### src/rtl/serial_mag_comparator_ctrl_if.sv
// Request/result bundle between a requester and the serial magnitude comparator.
// Latency: none, wires only.
// Backpressure: start is only honoured while the controller is idle; no queuing.
interface serial_mag_comparator_ctrl_if #(
   parameter int WIDTH = 8
);
   logic             start;
   logic [WIDTH-1:0] a;
   logic [WIDTH-1:0] b;
   logic             busy;
   logic             done;
   logic             smaller;
   logic             equal;
   logic             greater;

   // Requester side: drives the request and operands, observes status and result.
   modport master (
      output start, a, b,
      input  busy, done, smaller, equal, greater
   );

   // Controller side: consumes the request, produces status and result.
   modport slave (
      input  start, a, b,
      output busy, done, smaller, equal, greater
   );
endinterface

### src/rtl/serial_mag_comparator_ctrl.sv
// Serial unsigned magnitude comparator: walks a shared 1-bit cell MSB->LSB, stops at first difference.
// Latency: WIDTH-i cycles after acceptance (i = MSB differing bit), WIDTH cycles when equal.
// Backpressure: start is ignored while busy or in the done cycle; no queuing, no abort except reset.

// Shared 1-bit compare cell.
module comparator_1bit (
   input  logic i_a,
   input  logic i_b,
   output logic o_smaller,
   output logic o_equal,
   output logic o_greater
);
   assign o_smaller = ~i_a &  i_b;
   assign o_greater =  i_a & ~i_b;
   assign o_equal   = ~(i_a ^ i_b);
endmodule

module serial_mag_comparator_ctrl #(
   parameter int WIDTH = 8
) (
   input  logic                       clk,
   input  logic                       rst,
   serial_mag_comparator_ctrl_if.slave bus
);
   // Bit index needs at least one bit, even for WIDTH=1.
   localparam int             IW      = (WIDTH > 1) ? $clog2(WIDTH) : 1;
   localparam logic [IW-1:0]  IDX_MSB = IW'(WIDTH - 1);

   typedef enum logic [1:0] {
      S_IDLE = 2'd0,
      S_SCAN = 2'd1,
      S_DONE = 2'd2
   } state_t;

   state_t           r_state;
   state_t           w_state_nxt;

   logic [WIDTH-1:0] r_a;
   logic [WIDTH-1:0] r_b;
   logic [IW-1:0]    r_idx;
   logic             r_busy;
   logic             r_done;
   logic             r_smaller;
   logic             r_equal;
   logic             r_greater;

   logic             w_bit_a;
   logic             w_bit_b;
   logic             w_cell_sm;
   logic             w_cell_eq;
   logic             w_cell_gt;
   logic             w_decided;
   logic             w_last;

   logic             w_load;
   logic             w_dec;
   logic             w_set_sm;
   logic             w_set_eq;
   logic             w_set_gt;
   logic             w_busy_nxt;
   logic             w_done_nxt;

   // The cell only ever sees the latched operands, so late changes on a/b are harmless.
   assign w_bit_a = r_a[r_idx];
   assign w_bit_b = r_b[r_idx];

   comparator_1bit u_cell (
      .i_a       (w_bit_a),
      .i_b       (w_bit_b),
      .o_smaller (w_cell_sm),
      .o_equal   (w_cell_eq),
      .o_greater (w_cell_gt)
   );

   assign w_decided = ~w_cell_eq;
   assign w_last    = (r_idx == '0);

   // State register; reset wins over any pending start.
   always_ff @(posedge clk) begin
      if (rst) r_state <= S_IDLE;
      else     r_state <= w_state_nxt;
   end

   // Next-state: leave SCAN on the first differing bit or after the LSB.
   always_comb begin
      w_state_nxt = r_state;
      case (r_state)
         S_IDLE:  if (bus.start) w_state_nxt = S_SCAN;
         S_SCAN:  if (w_decided || w_last) w_state_nxt = S_DONE;
         S_DONE:  w_state_nxt = S_IDLE;
         default: w_state_nxt = S_IDLE;
      endcase
   end

   // Output/control decode: datapath strobes and next values of the registered status.
   always_comb begin
      w_load   = 1'b0;
      w_dec    = 1'b0;
      w_set_sm = 1'b0;
      w_set_eq = 1'b0;
      w_set_gt = 1'b0;
      case (r_state)
         S_IDLE: w_load = bus.start;
         S_SCAN: begin
            w_set_sm = w_cell_sm;
            w_set_gt = w_cell_gt;
            w_set_eq = ~w_decided & w_last;
            w_dec    = ~w_decided & ~w_last;
         end
         default: ;
      endcase
      w_busy_nxt = (w_state_nxt == S_SCAN);
      w_done_nxt = (w_state_nxt == S_DONE);
   end

   // Datapath: operand latch, bit index, sticky result flags and registered status.
   always_ff @(posedge clk) begin
      if (rst) begin
         r_a       <= '0;
         r_b       <= '0;
         r_idx     <= '0;
         r_busy    <= 1'b0;
         r_done    <= 1'b0;
         r_smaller <= 1'b0;
         r_equal   <= 1'b0;
         r_greater <= 1'b0;
      end else begin
         r_busy <= w_busy_nxt;
         r_done <= w_done_nxt;
         if (w_load) begin
            r_a       <= bus.a;
            r_b       <= bus.b;
            r_idx     <= IDX_MSB;
            r_smaller <= 1'b0;
            r_equal   <= 1'b0;
            r_greater <= 1'b0;
         end
         if (w_dec)    r_idx     <= r_idx - 1'b1;
         if (w_set_sm) r_smaller <= 1'b1;
         if (w_set_eq) r_equal   <= 1'b1;
         if (w_set_gt) r_greater <= 1'b1;
      end
   end

   assign bus.busy    = r_busy;
   assign bus.done    = r_done;
   assign bus.smaller = r_smaller;
   assign bus.equal   = r_equal;
   assign bus.greater = r_greater;
endmodule
### src/flat_wrapper.sv
// flat-port wrapper written by rule: the top's interface ports become plain ports
module serial_mag_comparator_ctrl_flat 
#(
   parameter int WIDTH = 8
)
  (clk, rst, bus_start, bus_a, bus_b, bus_busy, bus_done, bus_smaller, bus_equal, bus_greater);
  serial_mag_comparator_ctrl_if #(.WIDTH(WIDTH)) bus_i ();
  input  logic clk;
  input  logic rst;
  input wire logic [$bits(bus_i.start)-1:0] bus_start;
  input wire logic [$bits(bus_i.a)-1:0] bus_a;
  input wire logic [$bits(bus_i.b)-1:0] bus_b;
  output wire logic [$bits(bus_i.busy)-1:0] bus_busy;
  output wire logic [$bits(bus_i.done)-1:0] bus_done;
  output wire logic [$bits(bus_i.smaller)-1:0] bus_smaller;
  output wire logic [$bits(bus_i.equal)-1:0] bus_equal;
  output wire logic [$bits(bus_i.greater)-1:0] bus_greater;
  assign bus_i.start = bus_start;
  assign bus_i.a = bus_a;
  assign bus_i.b = bus_b;
  assign bus_busy = bus_i.busy;
  assign bus_done = bus_i.done;
  assign bus_smaller = bus_i.smaller;
  assign bus_equal = bus_i.equal;
  assign bus_greater = bus_i.greater;
  serial_mag_comparator_ctrl #(.WIDTH(WIDTH)) u_core (.clk(clk), .rst(rst), .bus(bus_i));
endmodule
### config.mk
export PLATFORM = sky130hd
export DESIGN_NAME = serial_mag_comparator_ctrl_flat
export DESIGN_NICKNAME = d
export VERILOG_FILES = /design/src/rtl/serial_mag_comparator_ctrl_if.sv /design/src/rtl/serial_mag_comparator_ctrl.sv /design/src/flat_wrapper.sv
export SDC_FILE = /design/constraint.sdc
export NUM_CORES = 1
export LEC_CHECK = 0
export ABC_AREA = 1
export BUFFER_PORTS_ARGS = -buffer_cell sky130_fd_sc_hd__buf_2
export CAP_MARGIN = 20
export CORE_MARGIN = 4
export CORE_UTILIZATION = 60
export CTS_BUF_LIST = sky130_fd_sc_hd__clkbuf_8
export CTS_CLUSTER_DIAMETER = 120
export DETAILED_ROUTE_END_ITERATION = 12
export MAX_ROUTING_LAYER = met4
export PLACE_DENSITY_LB_ADDON = 0.15
export SKIP_LAST_GASP = 1
export SLEW_MARGIN = 20
export SYNTH_ARGS = -nofsm -noshare
export SYNTH_HDL_FRONTEND = slang
export SYNTH_SLANG_ARGS = --single-unit
export TNS_END_PERCENT = 100
### constraint.sdc
create_clock -name clk -period 3 [get_ports clk]
set_input_delay 0.45 -clock clk [delete_from_list [all_inputs] [get_ports clk]]
set_output_delay 0.45 -clock clk [all_outputs]
set_load 0.03 [all_outputs]
==> summary.txt <==
Synth
  • Seq/Total Area, Yosys: 0.432
  • Avg Inst Size Synth: 7.21 um^2
  • Synthesized area: 0.00120 mm^2
  • Post-synthesis cell count: 167
  • Synth Net Count: 190
  • Netlist cell types: 16
  • Synth Warn #: 0
  • Synth Register Bits: 26

Global route
  • GR Util All Layers: 0.206
  • Antenna violations before repair: 0
  • First-pass GRT wire length: 4.18 mm
  • Congestion Overflow GR: 0
  • Maximum number of pins on one net before global-route repair: 39
  • Vias in the first global route: 1030

STA
  • Final Slew Violations: 0
  • Hold Violations, Final: 0
  • Measured slew at the worst slew-check pin: 605 ps
  • Fin crit period: 2030 ps
  • Unrepaired setup endpoints after global routing: false
  • Setup TNS: 0 ps
  • Final setup fails: 0
  • Fin Clk Skew: 0.982 ps
  • Relative slew slack: 0.596
  • Fmax: 494 MHz
  • Tcrit/Tclk final: 0.675

Floorplan
  • Die height: 52.8 um
  • Initial Util: 0.661
  • I/O pin total: 24
  • Die Wd: 52.8 um
  • Placeable Area: 0.00182 mm^2
  • Row count: 15
  • Full die area: 0.00279 mm^2

Hold path
  • Hold Crit Class: input pin to flip-flop
  • Hold wc startpoint: rst

CTS
  • Clk buf depth: 2
  • Hold_buf cts: 0
  • Clock transition at the registers of the reported paths: 80 ps
  • Num CTS Buffers: 3
  • Sink Count: 26
  • Postcts setup bufs: 0
  • CTS tree: done
  • Clk root buf: clkbuf_8
  • Clock latency on the worst-skew pair: 270 ps
  • Post_cts resized: 0
  • Max H-tree Level: 1

Drt
  • Post-route ant nets: 0
  • 1st-pass router iterations: 4
  • Wirelength, routed: 2.45 mm
  • Wire length per cell: 11.6 um
  • Drt drc: 0
  • Via count: 1089
  • Iteration-0 DRC Markers: 33
  • Via/cell ratio: 5.16

Flow run
  • Max Cap Viol: 0

Worst setup path
  • Worst setup path category: flip-flop to flip-flop
  • FF-to-FF Start: u_core.r_idx[0]$_SDFFE_PP0P_
  • Crit-path cells: inv_2 -> nand2_1 -> nand3_1 -> nand3_1 -> o21ai_1 -> ha_1 -> nand3_1 -> nor2_1 -> nand2_1 -> nand2_1 -> nor2_1
  • Critical Path AT: 2200 ps
  • Worst setup startpoint: u_core.r_idx[0]$_SDFFE_PP0P_
  • Req. time, crit path: 3170 ps
  • Slowest cell on the critical path: dfxtp_1
  • CP bufs+invs: 1
  • Setup slack, reg-to-reg: 970 ps
  • Worst-path maximum fanout: 11
  • Largest stage delay, worst path: 550 ps
  • CP Launch Type: flip-flop
  • Worst path top cell family by delay: simple AND/OR/NAND/NOR gates
  • Endpoint class of the critical path: flip-flop

Placed design
  • Port Buffer Count: 23
  • Post-detail-place hpwl: 1.75 mm
  • Inst Count DP: 207
  • GP Congestion: 0.856

Final layout
  • Area of the multi-input gates: 527 um^2
  • Layout cells sized above 1: 0.177
  • Commonest cells after routing, fill and taps aside: 41 x nand2_1, 26 x dfxtp_1, 23 x buf_2, 21 x a21oi_1, 19 x inv_1
  • Number of fill cells in the layout: 170
  • Nets: 210
  • Area growth syn-to-layout: 10.9%
  • Total area of sequential cells: 520 um^2
  • Commonest non-fill, non-tap cell in the layout: nand2_1
  • Final std cells w/o fill: 211
  • Diode count: 0

Pwr
  • VDD IR max: 0.000620 V
  • Power Density: 728 mW/mm^2
  • Leak: 0.648 nW

Run status
  • Status: completed
==> cell type report <==
type | count | area share
timing repair buffer | 23 | 0.0862
tap | 25 | 0.0234
clock buffer | 4 | 0.0412
inverter | 23 | 0.0647
sequential | 26 | 0.390
multi-input combinational | 110 | 0.395
==> cells by family after synthesis <==
group,count (synthesis),synth area share
xor gates and xnor gates,1,0.00728
AOI/OAI and AO/OA,39,0.162
buffers and inverters,31,0.130
DFF,26,0.432
adders and majority gates,4,0.0416
and+or+nand+nor,66,0.227
==> worst paths after layout <==
kind                                   to  cells after the start
max          u_core.r_idx[0]$_SDFFE_PP0P_                     11
min          u_core.r_state[1]$_SDFF_PP0_                      2
max reg2reg  u_core.r_idx[0]$_SDFFE_PP0P_                     11
min reg2reg    u_core.r_b[4]$_SDFFE_PP0P_                      2
==> Yosys cell counts <==
cell / count / area (um^2)
buf_4: 2 / 15.0
nand2_1: 41 / 154
o21ai_1: 3 / 15.0
nand3_1: 13 / 65.1
inv_1: 19 / 71.3
inv_2: 4 / 15.0
ha_1: 4 / 50.1
xnor2_1: 1 / 8.76
buf_6: 4 / 45.0
o21ai_0: 15 / 75.1
nor2_1: 10 / 37.5
nand3_2: 1 / 10.0
buf_2: 2 / 10.0
nor2_2: 1 / 6.26
dfxtp_1: 26 / 521
a21oi_1: 21 / 105
==> through the flow <==
| step | hold WS, ps | util | setup WS [ps] | cell area, um^2 | power, mW |
|---|---|---|---|---|---|
| after floorplan | 429 | - | 1440 | 1200 | 0.697 |
| after global placement | 447 | 0.703 | 1180 | 1280 | 0.733 |
| after detailed placement | 448 | 0.703 | 1030 | 1280 | 0.750 |
| after CTS | 440 | 0.733 | 990 | 1340 | 0.972 |
| after global routing | 442 | 0.733 | 763 | 1340 | 1.04 |
| final | 437 | 0.733 | 974 | 1340 | 0.971 |
==> sequential cells by signal (all words and copies together) (netlist names) <==
signal              count
u_core.bus.equal        1
u_core.bus.busy         1
u_core.r_a              8
u_core.bus.greater      1
u_core.r_b              8
u_core.r_state          2
u_core.r_idx            3
u_core.bus.smaller      1
u_core.bus.done         1
==> worst reg2reg max path: cells and delay by family (launching register included) <==
family | cells | cell delay, ps
buf+inv | 1 | 170
flops | 1 | 550
simple gates | 8 | 780
fa+ha+maj | 1 | 350
compound gates | 1 | 90
==> report_power, final <==
part / internal (mW) / leakage [nW] / switching, mW
clock: 0.117 / 0.0288 / 0.104
sequential: 0.398 / 0.215 / 0.0375
combinational: 0.110 / 0.404 / 0.205
==> layer usage <==
layer | global-route usage | share of wire
met2 | 0.343 | 0.47
met5 | - | 0
met1 | 0.244 | 0.45
met4 | 0.0766 | 0.024
met3 | 0.0399 | 0.049
(Power assumes the default switching activity.)
